File: config.mk
export PLATFORM = sky130hd
export DESIGN_NAME = mc_route_split_flat
export DESIGN_NICKNAME = d
export VERILOG_FILES = /design/src/rtl/mc_route_split_if.sv /design/src/rtl/mc_route_split.sv /design/src/flat_wrapper.sv
export SDC_FILE = /design/constraint.sdc
export NUM_CORES = 1
export LEC_CHECK = 0
export BUFFER_PORTS_ARGS = -buffer_cell sky130_fd_sc_hd__buf_2
export CORE_MARGIN = 8
export CORE_UTILIZATION = 45
export CTS_CLUSTER_DIAMETER = 30
export DETAILED_ROUTE_END_ITERATION = 6
export GPL_TIMING_DRIVEN = 0
export PLACE_DENSITY = 0.67
export SLEW_MARGIN = 20
export SYNTH_ARGS = -nofsm -noshare
export SYNTH_HDL_FRONTEND = slang
export SYNTH_SLANG_ARGS = --single-unit
File: constraint.sdc
create_clock -name clk -period 2.39 [get_ports clk]
set_input_delay 0.717 -clock clk [delete_from_list [all_inputs] [get_ports clk]]
set_output_delay 0.717 -clock clk [all_outputs]
set_load 0.05 [all_outputs]
File: src/rtl/mc_route_split_if.sv
// Request and route-beat bundle between the VC buffer head, the route/split stage and the switch allocator.
// Widths follow the mesh size so the stage and its neighbours agree on NODES and AW.
interface mc_route_split_if #(
    parameter int XSIZE = 5,
    parameter int YSIZE = 4
);
    localparam int NODES = XSIZE * YSIZE;
    localparam int AW    = $clog2(NODES);

    logic             in_valid;
    logic             in_ready;
    logic             in_um_type;
    logic [AW-1:0]    in_addr0;
    logic [NODES-1:0] in_addr1;
    logic             out_valid;
    logic             out_ready;
    logic [2:0]       out_port;
    logic [NODES-1:0] out_dests;
    logic             out_um_type;
    logic             out_last;
    logic             out_err;

    modport master (
        output in_valid, in_um_type, in_addr0, in_addr1, out_ready,
        input  in_ready, out_valid, out_port, out_dests, out_um_type, out_last, out_err
    );

    modport slave (
        input  in_valid, in_um_type, in_addr0, in_addr1, out_ready,
        output in_ready, out_valid, out_port, out_dests, out_um_type, out_last, out_err
    );
endinterface

File: src/rtl/mc_route_split.sv
// Route compute and multicast split: groups a head flit's destinations by output port
// (XY or YX dimension order) and emits one route beat per non-empty port, lowest port first.
module mc_route_split #(
    parameter int XSIZE   = 5,
    parameter int YSIZE   = 4,
    parameter int MY_XPOS = 0,
    parameter int MY_YPOS = 0,
    parameter int ROUTING = 0
) (
    input  logic            clk,
    input  logic            rst,
    mc_route_split_if.slave bus
);
    localparam int NODES = XSIZE * YSIZE;
    localparam int AW    = $clog2(NODES);

    typedef enum logic {IDLE, EMIT} state_t;

    // Port numbering: 0 Local, 1 East, 2 West, 3 North, 4 South.
    function automatic logic [2:0] port_of(input int x, input int y);
        logic [2:0] p;
        p = 3'd0;
        if (ROUTING == 0) begin
            if (x != MY_XPOS)      p = (x > MY_XPOS) ? 3'd1 : 3'd2;
            else if (y != MY_YPOS) p = (y > MY_YPOS) ? 3'd3 : 3'd4;
        end else begin
            if (y != MY_YPOS)      p = (y > MY_YPOS) ? 3'd3 : 3'd4;
            else if (x != MY_XPOS) p = (x > MY_XPOS) ? 3'd1 : 3'd2;
        end
        return p;
    endfunction

    logic [2:0] port_tab [NODES];

    genvar gi;
    generate
        for (gi = 0; gi < NODES; gi++) begin : g_tab
            assign port_tab[gi] = port_of(gi / YSIZE, gi % YSIZE);
        end
    endgenerate

    state_t                  state_q, state_d;
    logic [4:0][NODES-1:0]   mask_q, mask_d;
    logic                    um_q, um_d;
    logic                    err_q, err_d;

    logic [NODES-1:0]        req_mask;
    logic [4:0][NODES-1:0]   cap_mask;
    logic [4:0]              nonempty;
    logic [4:0]              rest;
    logic [2:0]              sel;
    logic                    found;
    logic                    is_last;

    // Unicast becomes a one-hot mask; an out-of-range address matches no bit and yields zero.
    always_comb begin
        req_mask = '0;
        cap_mask = '0;
        for (int i = 0; i < NODES; i++) begin
            if (bus.in_um_type) req_mask[i] = bus.in_addr1[i];
            else                req_mask[i] = (bus.in_addr0 == AW'(i));
        end
        for (int p = 0; p < 5; p++) begin
            for (int i = 0; i < NODES; i++) begin
                cap_mask[p][i] = req_mask[i] && (port_tab[i] == 3'(p));
            end
        end
    end

    always_comb begin
        sel   = 3'd0;
        found = 1'b0;
        for (int p = 0; p < 5; p++) begin
            nonempty[p] = |mask_q[p];
        end
        for (int p = 0; p < 5; p++) begin
            if (!found && nonempty[p]) begin
                sel   = 3'(p);
                found = 1'b1;
            end
        end
        rest    = nonempty & ~(5'b00001 << sel);
        is_last = found && (rest == 5'b00000);
    end

    always_comb begin
        state_d = state_q;
        mask_d  = mask_q;
        um_d    = um_q;
        err_d   = 1'b0;
        case (state_q)
            IDLE: begin
                if (bus.in_valid) begin
                    if (|req_mask) begin
                        mask_d  = cap_mask;
                        um_d    = bus.in_um_type;
                        state_d = EMIT;
                    end else begin
                        err_d = 1'b1;
                    end
                end
            end
            EMIT: begin
                if (bus.out_ready) begin
                    mask_d[sel] = '0;
                    if (is_last) state_d = IDLE;
                end
            end
            default: state_d = IDLE;
        endcase
    end

    always_ff @(posedge clk) begin
        if (rst) begin
            state_q <= IDLE;
            mask_q  <= '0;
            um_q    <= 1'b0;
            err_q   <= 1'b0;
        end else begin
            state_q <= state_d;
            mask_q  <= mask_d;
            um_q    <= um_d;
            err_q   <= err_d;
        end
    end

    // Outputs come from flops only; reset masks them so nothing leaks out during the reset cycle.
    always_comb begin
        bus.in_ready    = (state_q == IDLE) && !rst;
        bus.out_valid   = (state_q == EMIT) && !rst;
        bus.out_port    = rst ? 3'd0 : sel;
        bus.out_dests   = rst ? '0 : mask_q[sel];
        bus.out_um_type = um_q && !rst;
        bus.out_last    = (state_q == EMIT) && is_last && !rst;
        bus.out_err     = err_q && !rst;
    end
endmodule

File: src/flat_wrapper.sv
// flat-port wrapper written by rule: the top's interface ports become plain ports
module mc_route_split_flat 
#(
    parameter int XSIZE   = 5,
    parameter int YSIZE   = 4,
    parameter int MY_XPOS = 0,
    parameter int MY_YPOS = 0,
    parameter int ROUTING = 0
)
  (clk, rst, bus_in_valid, bus_in_um_type, bus_in_addr0, bus_in_addr1, bus_out_ready, bus_in_ready, bus_out_valid, bus_out_port, bus_out_dests, bus_out_um_type, bus_out_last, bus_out_err);
  mc_route_split_if #(.XSIZE(XSIZE), .YSIZE(YSIZE)) bus_i ();
  input  logic clk;
  input  logic rst;
  input wire logic [$bits(bus_i.in_valid)-1:0] bus_in_valid;
  input wire logic [$bits(bus_i.in_um_type)-1:0] bus_in_um_type;
  input wire logic [$bits(bus_i.in_addr0)-1:0] bus_in_addr0;
  input wire logic [$bits(bus_i.in_addr1)-1:0] bus_in_addr1;
  input wire logic [$bits(bus_i.out_ready)-1:0] bus_out_ready;
  output wire logic [$bits(bus_i.in_ready)-1:0] bus_in_ready;
  output wire logic [$bits(bus_i.out_valid)-1:0] bus_out_valid;
  output wire logic [$bits(bus_i.out_port)-1:0] bus_out_port;
  output wire logic [$bits(bus_i.out_dests)-1:0] bus_out_dests;
  output wire logic [$bits(bus_i.out_um_type)-1:0] bus_out_um_type;
  output wire logic [$bits(bus_i.out_last)-1:0] bus_out_last;
  output wire logic [$bits(bus_i.out_err)-1:0] bus_out_err;
  assign bus_i.in_valid = bus_in_valid;
  assign bus_i.in_um_type = bus_in_um_type;
  assign bus_i.in_addr0 = bus_in_addr0;
  assign bus_i.in_addr1 = bus_in_addr1;
  assign bus_i.out_ready = bus_out_ready;
  assign bus_in_ready = bus_i.in_ready;
  assign bus_out_valid = bus_i.out_valid;
  assign bus_out_port = bus_i.out_port;
  assign bus_out_dests = bus_i.out_dests;
  assign bus_out_um_type = bus_i.out_um_type;
  assign bus_out_last = bus_i.out_last;
  assign bus_out_err = bus_i.out_err;
  mc_route_split #(.XSIZE(XSIZE), .YSIZE(YSIZE), .MY_XPOS(MY_XPOS), .MY_YPOS(MY_YPOS), .ROUTING(ROUTING)) u_core (.clk(clk), .rst(rst), .bus(bus_i));
endmodule
* Word-level counts from Yosys, hierarchy flattened
Cells that the tools add are included.
** Storage, ports and cells
- Bits in registers :: 103
- Latch bits :: 0
- Bits in writable memories :: 0
- Memory bits (read-only) :: 0
- Input bits :: 30
- Output and inout port bits :: 28
- Memories kept :: 0
** Operators by class
- $add $sub $neg :: 0
- $mul :: 0
- Div/mod/pow operators :: 0
- Order comparisons :: 2
- Equal/unequal tests :: 22
- Shift operators :: 1
- Mux-type cells :: 45
- Bitwise operators :: 6
- Reduce and logical (&&, ||, !) cells :: 28
** Operators by type and width (count)
- 2-to-1 mux 100 bit :: 3
- one-hot mux 100 bit (2 select lines) :: 1
- OR reduction 20 bit :: 6
- AND 100 bit :: 1
- NOT 100 bit :: 1
- binary-select mux 20 bit (select 3 bit) :: 1
- demux 20 bit (select 3 bit) :: 1
- 2-to-1 mux 20 bit :: 3
- equality test 5 x 4 -> 1 bit, second input constant :: 8
- 2-to-1 mux 1 bit :: 31
- equality test 5 x 3 -> 1 bit, second input constant :: 4
- equality test 5 bit, second input constant :: 4
- logical AND 1 bit :: 12
- 2-to-1 mux 3 bit :: 4
- equality test 5 x 2 -> 1 bit, second input constant :: 2
- zero test 5 bit :: 2
- AND reduction 3 bit :: 2
- AND 5 bit :: 1
- equality test 5 x 1 -> 1 bit, second input constant :: 1
- zero test 1 bit :: 5
- NOT 5 bit :: 1
- << shifter 1 x 3 -> 5 bit, first input constant :: 1
- < comparator 3 x 4 -> 1 bit, second input constant :: 1
- != test 2 bit, second input constant :: 2
- other kinds (5) :: 6

* Depth between registers and ports, before layout
Gate-level depths: netlist of run 1.
- Depth in word-level cells :: 22
- Depth in mapped cells :: 8
- Gate-level depth less buffers :: 6

* Worst setup path before layout of run 1
Ideal clock, no wire load.
- Path kind :: reg-to-output
- From :: reg u_core.mask_q[50] in the netlist's numbering
- To :: out bus_out_last
- Arrival :: 2317 ps
- Required time :: 1673 ps
- Setup slack :: -644 ps
- Stages on the path, launching flop included :: 7
- Path buffers :: 1
- Cell sequence :: dfxtp_1 nor4_1 and3_1 o211ai_1 buf_2 a2111o_1 a21oi_1
** On the way
- Cells in the longest elaborated chain, start to end :: 16
** Ends and longest elaborated chain
- from (decl) :: line mc_route_split.sv:43 : logic [4:0][NODES-1:0] mask_q, mask_d;
- from (signal assigned) :: line mc_route_split.sv:121 : mask_q <= mask_d;
- OR reduction 20 bit * :: line mc_route_split.sv:74 : nonempty[p] = |mask_q[p];
- logical AND 1 bit :: line mc_route_split.sv:77 : if (!found && nonempty[p]) begin
- 2-to-1 mux 1 bit :: line mc_route_split.sv:77
- zero test 1 bit :: line mc_route_split.sv:77
- logical AND 1 bit :: line mc_route_split.sv:77
- 2-to-1 mux 1 bit :: line mc_route_split.sv:77
- zero test 1 bit :: line mc_route_split.sv:77
- logical AND 1 bit :: line mc_route_split.sv:77
- 2-to-1 mux 3 bit :: line mc_route_split.sv:77
- << shifter 1 x 3 -> 5 bit :: line mc_route_split.sv:82 : rest = nonempty & ~(5'b00001 << sel);
- NOT 5 bit :: line mc_route_split.sv:82
- AND 5 bit :: line mc_route_split.sv:82
- zero test 5 bit :: line mc_route_split.sv:83 : is_last = found && (rest == 5'b00000);
- logical AND 1 bit * :: line mc_route_split.sv:83
- logical AND 1 bit * (2 in series) :: line mc_route_split.sv:134 : bus.out_last = (state_q == EMIT) && is_last && !rst;
- to (decl) :: line flat_wrapper.sv:24 : output wire logic [$bits(bus_i.out_last)-1:0] bus_out_last;
Mark *: on every way between the ends. The rest lies on a longest branch, timed or not.

* Worst setup path in the final report of run 1
- From :: reg u_core.mask_q[71] in the netlist's numbering
- To :: out bus_out_dests[8]
** On the way
- Cells in the longest elaborated chain, start to end :: 9
** Ends and longest elaborated chain
- OR reduction 20 bit * :: line mc_route_split.sv:74
- logical AND 1 bit * :: line mc_route_split.sv:77
- 2-to-1 mux 1 bit :: line mc_route_split.sv:77
- zero test 1 bit :: line mc_route_split.sv:77
- logical AND 1 bit :: line mc_route_split.sv:77
- 2-to-1 mux 3 bit * :: line mc_route_split.sv:77
- binary-select mux 20 bit (select 3 bit) * :: line mc_route_split.sv:132 : bus.out_dests = rst ? '0 : mask_q[sel];
- 2-to-1 mux 20 bit (implied by the code) * :: line mc_route_split.sv:132
- 2-to-1 mux 20 bit * :: line mc_route_split.sv:132
- to (decl) :: line flat_wrapper.sv:22 : output wire logic [$bits(bus_i.out_dests)-1:0] bus_out_dests;
Mark *: on every way between the ends. The rest lies on a longest branch, timed or not. The select of a mux whose other input is x is not followed.

==> results of run 1 <==
-- state kept, by name (all words and copies together), names as in the netlist --
signal and flops:
u_core.mask_q 100, u_core.err_q 1, u_core.state_q 1, u_core.um_q 1
-- critical path, delay by kind of cell, from the launching register on --
family / cells / cell delay (ns)
AO/OA/AOI/OAI: 3 / 0.57
AND/OR/NAND/NOR: 3 / 0.85
buffers and inverters: 3 / 0.47
flip-flops: 1 / 0.35
-- placed cells by master, fill, tap and decap left out, types with 4 or more instances in the layout --
| cell type | n |
|---|---|
| o21ai_0 | 5 |
| dfxtp_2 | 21 |
| nor4_4 | 20 |
| nor2b_1 | 36 |
| a21oi_1 | 4 |
| nor2_1 | 30 |
| and2_1 | 22 |
| a21oi_2 | 11 |
| clkbuf_8 | 10 |
| nand2_1 | 13 |
| nand3_1 | 7 |
| a32o_1 | 5 |
| nor4_1 | 10 |
| o22ai_1 | 14 |
| a22o_1 | 26 |
| dfxtp_4 | 4 |
| buf_12 | 7 |
| o21bai_1 | 6 |
| buf_6 | 20 |
| buf_2 | 39 |
| o22ai_2 | 5 |
| nor2b_2 | 11 |
| a21oi_4 | 12 |
| o21bai_4 | 11 |
| buf_4 | 39 |
| and2_4 | 23 |
| nor4_2 | 5 |
| a22o_4 | 19 |
| buf_8 | 22 |
| o211ai_1 | 4 |
| dfxtp_1 | 78 |
-- path summary, 6_finish.rpt --
path,slack [ns],depth (start not counted),endpoint,startpoint
setup reg to reg,0.03,9,u_core.mask_q[82],u_core.mask_q[1]
hold reg to reg,0.50,1,u_core.mask_q[3],u_core.mask_q[3]
setup / recovery,-0.97,9,bus_out_dests[8],u_core.mask_q[71]
hold / removal,0.50,1,u_core.mask_q[3],u_core.mask_q[3]
-- where the power goes --
group | leakage [nW] | switching, mW | internal, mW
combinational | 2.05 | 1.46 | 1.12
clock | 0.0985 | 0.606 | 0.507
sequential | 0.845 | 0.0459 | 1.75
-- cell type report --
class | instances | area (µm²)
Tap cell | 136 | 170
Sequential cell | 103 | 2100
Multi-Input combinational cell | 364 | 3490
Buffer | 33 | 297
Fill cell | 686 | 3110
Inverter | 3 | 11.3
Clock inverter | 5 | 56.3
Clock buffer | 10 | 138
Timing Repair Buffer | 103 | 950
-- layer usage --
metal	vias up	share of wire	global-route usage
li1	2097	-	-
met1	2274	0.40	0.256
met2	174	0.51	0.356
met3	61	0.056	0.0529
met4	0	0.040	0.0859
met5	-	0	0
-- kinds of logic (layout without fill, tap and decap cells) --
family / count (synthesis) / count (layout) / share of synthesized area
compound gates: 151 / 152 / 0.246
buf+inv: 36 / 154 / 0.0425
flops: 103 / 103 / 0.430
mux: 2 / 2 / 0.00417
simple gates: 210 / 210 / 0.278
-- what timing repair did --
item                                    in CTS  in global routing
setup buffers                               29                 13
pin swaps                                   53                 37
gates cloned                                 4                  3
resized for setup                          205                 62
endpoints found under the setup margin      34                119
==> flow_metrics.env, run 1 <==
export IMPL_outcome="complete, but fails checks"
export IMPL_violations="setup timing"
export IMPL_yosysTopAreaCell="dfxtp_1"
export IMPL_finalPower_mw=5.49
export IMPL_finalCriticalPeriod_ns=3.36
export IMPL_grt_pass1_wl_mm=24.1
export IMPL_maxCapViolations=0
export IMPL_drt_iter0_drc=456
export IMPL_required_ns=1.67
export IMPL_synthesis_nets=532
export IMPL_die_area_um2=14200
export IMPL_cts_tree="built"
export IMPL_layout_cells_non_filler=757
export IMPL_ctsHoldBuffers=0
export IMPL_synth_area_leaders="dfxtp_1 (43%), a22o_1 (8.2%), nor2b_1 (4.8%)"
export IMPL_cts_root_buf="clkbuf_8"
export IMPL_cpPeakStageDelay_ns=0.35
export IMPL_relSlewSlack=0.421
export IMPL_yosysMostFrequentCell="dfxtp_1"
export IMPL_ctsHtreeMaxLevel=3
export IMPL_cp_max_fo=5
export IMPL_vias_per_cell=6.08
export IMPL_async_flop_share=0
export IMPL_endpoint_kind="primary output"
export IMPL_timing_hold_violations_final=0
export IMPL_hold_path_class="reg -> reg"
export IMPL_ant_nets=0
export IMPL_yosys_most_used_dff="dfxtp_1"
export IMPL_drc_errors=0
export IMPL_clkTransAtPathRegs_ns=0.10
export IMPL_fmax_ghz=0.298
export IMPL_synth_commonest_cells="dfxtp_1 (103), a22o_1 (45), nor2b_1 (37)"
export IMPL_leakagePower_nw=3.00
export IMPL_ios=58
export IMPL_synth_enable_flop_cells=0
export IMPL_place_hpwl_mm=10.3
export IMPL_track_usage=0.212
export IMPL_slowest_stage="dfxtp_2"
export IMPL_fin_nets=647
export IMPL_slew_viol_final=0
export IMPL_hold_ws_ns=0.500
export IMPL_timing_final_ws_setup_ns=-0.968
export IMPL_ir_drop_uv=573
export IMPL_stdcell_area_um2=7210
export IMPL_cts_path_max_buffers=2
export IMPL_area_delta_synth_final_pct=50.3
export IMPL_dpl_cell_count=693
export IMPL_place_ws_ns=-0.728
export IMPL_grt_overflow_total=0
export IMPL_finalWeightedCongestion=0.960
export IMPL_fin_skew_ns=0.0151
export IMPL_placed_cell_area_um2=5510
export IMPL_avgSynthCellArea_um2=9.56
export IMPL_dieHeight_um=119
export IMPL_finalSetupViolCount=24
export IMPL_design_core_area_um2=10300
export IMPL_vias=4606
export IMPL_port_buffers=55
export IMPL_synth_cell_type_count=56
export IMPL_wl_per_cell_um=22.2
export IMPL_critPathArrivalTime_ns=2.64
export IMPL_clk_insertion_delay_late_ns=0.39
export IMPL_layout_drive_gt1_share=0.519
export IMPL_wirelength_mm=16.8
export IMPL_ys_seq_area_frac=0.430
export IMPL_synth_area_um2=4800
export IMPL_worst_slew_pin_slew_ns=0.856
export IMPL_antenna_found_initial=0
export IMPL_initial_core_util=0.465
export IMPL_final_core_utilization=0.699
export IMPL_synthCells=502
export IMPL_ys_warn_count=0
export IMPL_crit_chain="nor4_4 > nand3_2 > buf_6 > nor4_4 > a31o_4 > buf_8 > a21oi_2 > a22o_4 > buf_8"
export IMPL_rows=37
export IMPL_powerDensity_nw_per_um2=761
export IMPL_critPathKind="reg -> out"
export IMPL_tns_ns=-21.91
export IMPL_start_kind="flip-flop"
export IMPL_cts_made_buffers=9
export IMPL_timing_final_crit_share=1.40
export IMPL_die_w_um=119
export IMPL_synth_top_area_frac=0.430
export IMPL_dr_pass1_iters=4
export IMPL_num_antenna_cells=0
export IMPL_grt_max_degree=17
export IMPL_clock_sinks=103
export IMPL_rsz0062_at_grt="yes"
export IMPL_grt_pass1_vias=4514
export IMPL_ys_ff_latch=103
Note: power is estimated with default switching activity, not from simulation.
==> run 2, diff against run 1 <==
Settings changed: RECOVER_POWER from default to 100.
Clock period 2.39 ns to 2.9 ns, I/O delays scaled along.
==> run 2 against run 1 <==
The run still ends with setup timing left. Routed wire length decreased by 8.2%. Register-to-register slack improved by 0.19 ns. Clock skew increased by 0.0036 ns. Critical path type unchanged. Critical endpoint is now bus_out_dests[7]. Largest cell class unchanged.
==> flow_metrics.env, run 2 (synthesis gave the netlist of run 1 again) <==
export IMPL_clkTransAtPathRegs_ns=0.11
export IMPL_num_antenna_cells=0
export IMPL_grt_util_met3=0.0524
export IMPL_ant_nets=0
export IMPL_cp_max_fo=5
export IMPL_powerDensity_nw_per_um2=630
export IMPL_reg2reg_to="u_core.mask_q[19]"
export IMPL_critPathKind="reg -> out"
export IMPL_cts_root_buf="clkbuf_8"
export IMPL_largest_reg_flops=100
export IMPL_cts_path_max_buffers=2
export IMPL_fin_skew_ns=0.0187
export IMPL_final_common_cell="dfxtp_1"
export IMPL_required_ns=2.03
export IMPL_maxCapViolations=0
export IMPL_min_to="u_core.mask_q[9]"
export IMPL_layout_drive_gt1_share=0.446
export IMPL_cts_made_buffers=9
export IMPL_place_hpwl_mm=10.1
export IMPL_grt_max_degree=19
export IMPL_leakagePower_nw=2.78
export IMPL_hold_path_class="reg -> reg"
export IMPL_drc_errors=0
export IMPL_grt_pass1_wl_mm=22.7
export IMPL_initial_core_util=0.465
export IMPL_fill_cells=806
export IMPL_grt_pass1_vias=4352
export IMPL_vias_per_cell=5.97
export IMPL_wirelength_mm=15.5
export IMPL_hold_depth=1
export IMPL_die_w_um=119
export IMPL_design_core_area_um2=10300
export IMPL_area_delta_synth_final_pct=39.8
export IMPL_rows=37
export IMPL_most_common_layout_cells="dfxtp_1 (85), nor2b_1 (37), buf_2 (36)"
export IMPL_slowest_stage="dfxtp_1"
export IMPL_drt_iter0_drc=376
export IMPL_dr_pass1_iters=4
export IMPL_dieHeight_um=119
export IMPL_timing_final_crit_share=1.19
export IMPL_fmax_ghz=0.290
export IMPL_clk_insertion_delay_late_ns=0.39
export IMPL_vias=4480
export IMPL_ios=58
export IMPL_rsz0062_at_grt="yes"
export IMPL_r2r_start="u_core.mask_q[75]"
export IMPL_timing_final_ws_setup_ns=-0.550
export IMPL_ir_drop_uv=392
export IMPL_antenna_found_initial=0
export IMPL_cpPeakStageDelay_ns=0.37
export IMPL_busiest_layer="met2"
export IMPL_die_area_um2=14200
export IMPL_ctsHtreeMaxLevel=3
export IMPL_slew_viol_final=0
export IMPL_endpoint_kind="primary output"
export IMPL_ctsHoldBuffers=0
export IMPL_start_kind="flip-flop"
export IMPL_track_usage=0.199
export IMPL_tns_ns=-11.50
export IMPL_clock_sinks=103
export IMPL_timing_hold_violations_final=0
export IMPL_worst_slew_pin_slew_ns=0.830
export IMPL_finalSetupViolCount=24
export IMPL_min_from="u_core.mask_q[9]"
export IMPL_met2_usage=0.334
export IMPL_violations="setup timing"
export IMPL_grt_overflow_total=0
export IMPL_regMostFlops="u_core.mask_q"
export IMPL_r2r_cells=11
export IMPL_relSlewSlack=0.442
export IMPL_finalWeightedCongestion=0.942
export IMPL_hold_ws_ns=0.504
export IMPL_fin_nets=639
export IMPL_finalCriticalPeriod_ns=3.45
export IMPL_met1_usage=0.241
export IMPL_port_buffers=55
export IMPL_cts_tree="built"
export IMPL_reg2reg_slack_ns=0.22
export IMPL_outcome="complete, but fails checks"
export IMPL_crit_chain="nor4_4 > nand3_2 > o211ai_1 > clkdlybuf4s15_2 > o22ai_1 > a21oi_2 > a22o_2 > buf_6"
export IMPL_wl_per_cell_um=20.6
export IMPL_critPathArrivalTime_ns=2.58
==> run 2: through the flow <==
stage               worst slack, ns  std cells   util  instance area (µm²)  power [mW]
floorplan                   -0.0747        502      -                 4890        2.43
global placement             -0.517        693  0.517                 5340        2.72
detailed placement           -0.510        693  0.517                 5340        2.73
CTS                          -0.473        738  0.621                 6410        4.06
global route                 -0.667        750  0.650                 6710        4.37
finish                       -0.550        750  0.650                 6710        4.23
==> run 2: how the worst max path moves through the flow <==
stage	start	end	cells after the start
2_1_floorplan	u_core.mask_q[30]	bus_out_dests[15]	7
3_3_place_gp	u_core.mask_q[27]	bus_out_dests[0]	8
3_5_place_dp	u_core.mask_q[3]	bus_out_dests[0]	8
4_1_cts	u_core.mask_q[14]	bus_out_dests[19]	8
5_1_grt	u_core.mask_q[75]	bus_out_dests[19]	9
6_report	u_core.mask_q[75]	bus_out_dests[7]	8
==> run 2: per-layer routing <==
| metal | vias up | part of all wire |
|---|---|---|
| li1 | 2088 | - |
| met1 | 2214 | 0.42 |
| met2 | 144 | 0.50 |
| met3 | 34 | 0.051 |
| met4 | 0 | 0.028 |
| met5 | - | 0 |
==> run 2: final cells by class <==
| class | count | area, µm² | share of cell area |
|---|---|---|---|
| buffer | 33 | 236 | 0.0352 |
| clock buffer | 9 | 124 | 0.0185 |
| clock inverter | 7 | 103 | 0.0153 |
| inverter | 3 | 11.3 | 0.00168 |
| multi-input combinational | 363 | 3160 | 0.471 |
| sequential | 103 | 2090 | 0.311 |
| tap | 136 | 170 | 0.0253 |
| timing repair buffer | 96 | 820 | 0.122 |
==> run 2: worst max-delay path, delay by kind of cell, from the launching register on <==
kind                   cells  cell delay (ns)
and+or+nand+nor            2             0.53
buffers and inverters      2             0.45
DFF                        1             0.37
AOI/OAI and AO/OA          4             0.83
==> run 2: power breakdown <==
group / internal (mW) / switching (mW) / total [mW]
Sequential: 1.44 / 0.0374 / 1.48
Combinational: 0.707 / 1.01 / 1.72
Clock: 0.498 / 0.530 / 1.03
==> run 2: repair_timing <==
item | in CTS | in global routing
setup endpoints to repair | 24 | 24
resized for setup | 159 | 54
gates cloned | 3 | 2
hold endpoints to repair | 0 | 0
setup buffers | 26 | 11
pin swaps | 38 | 24
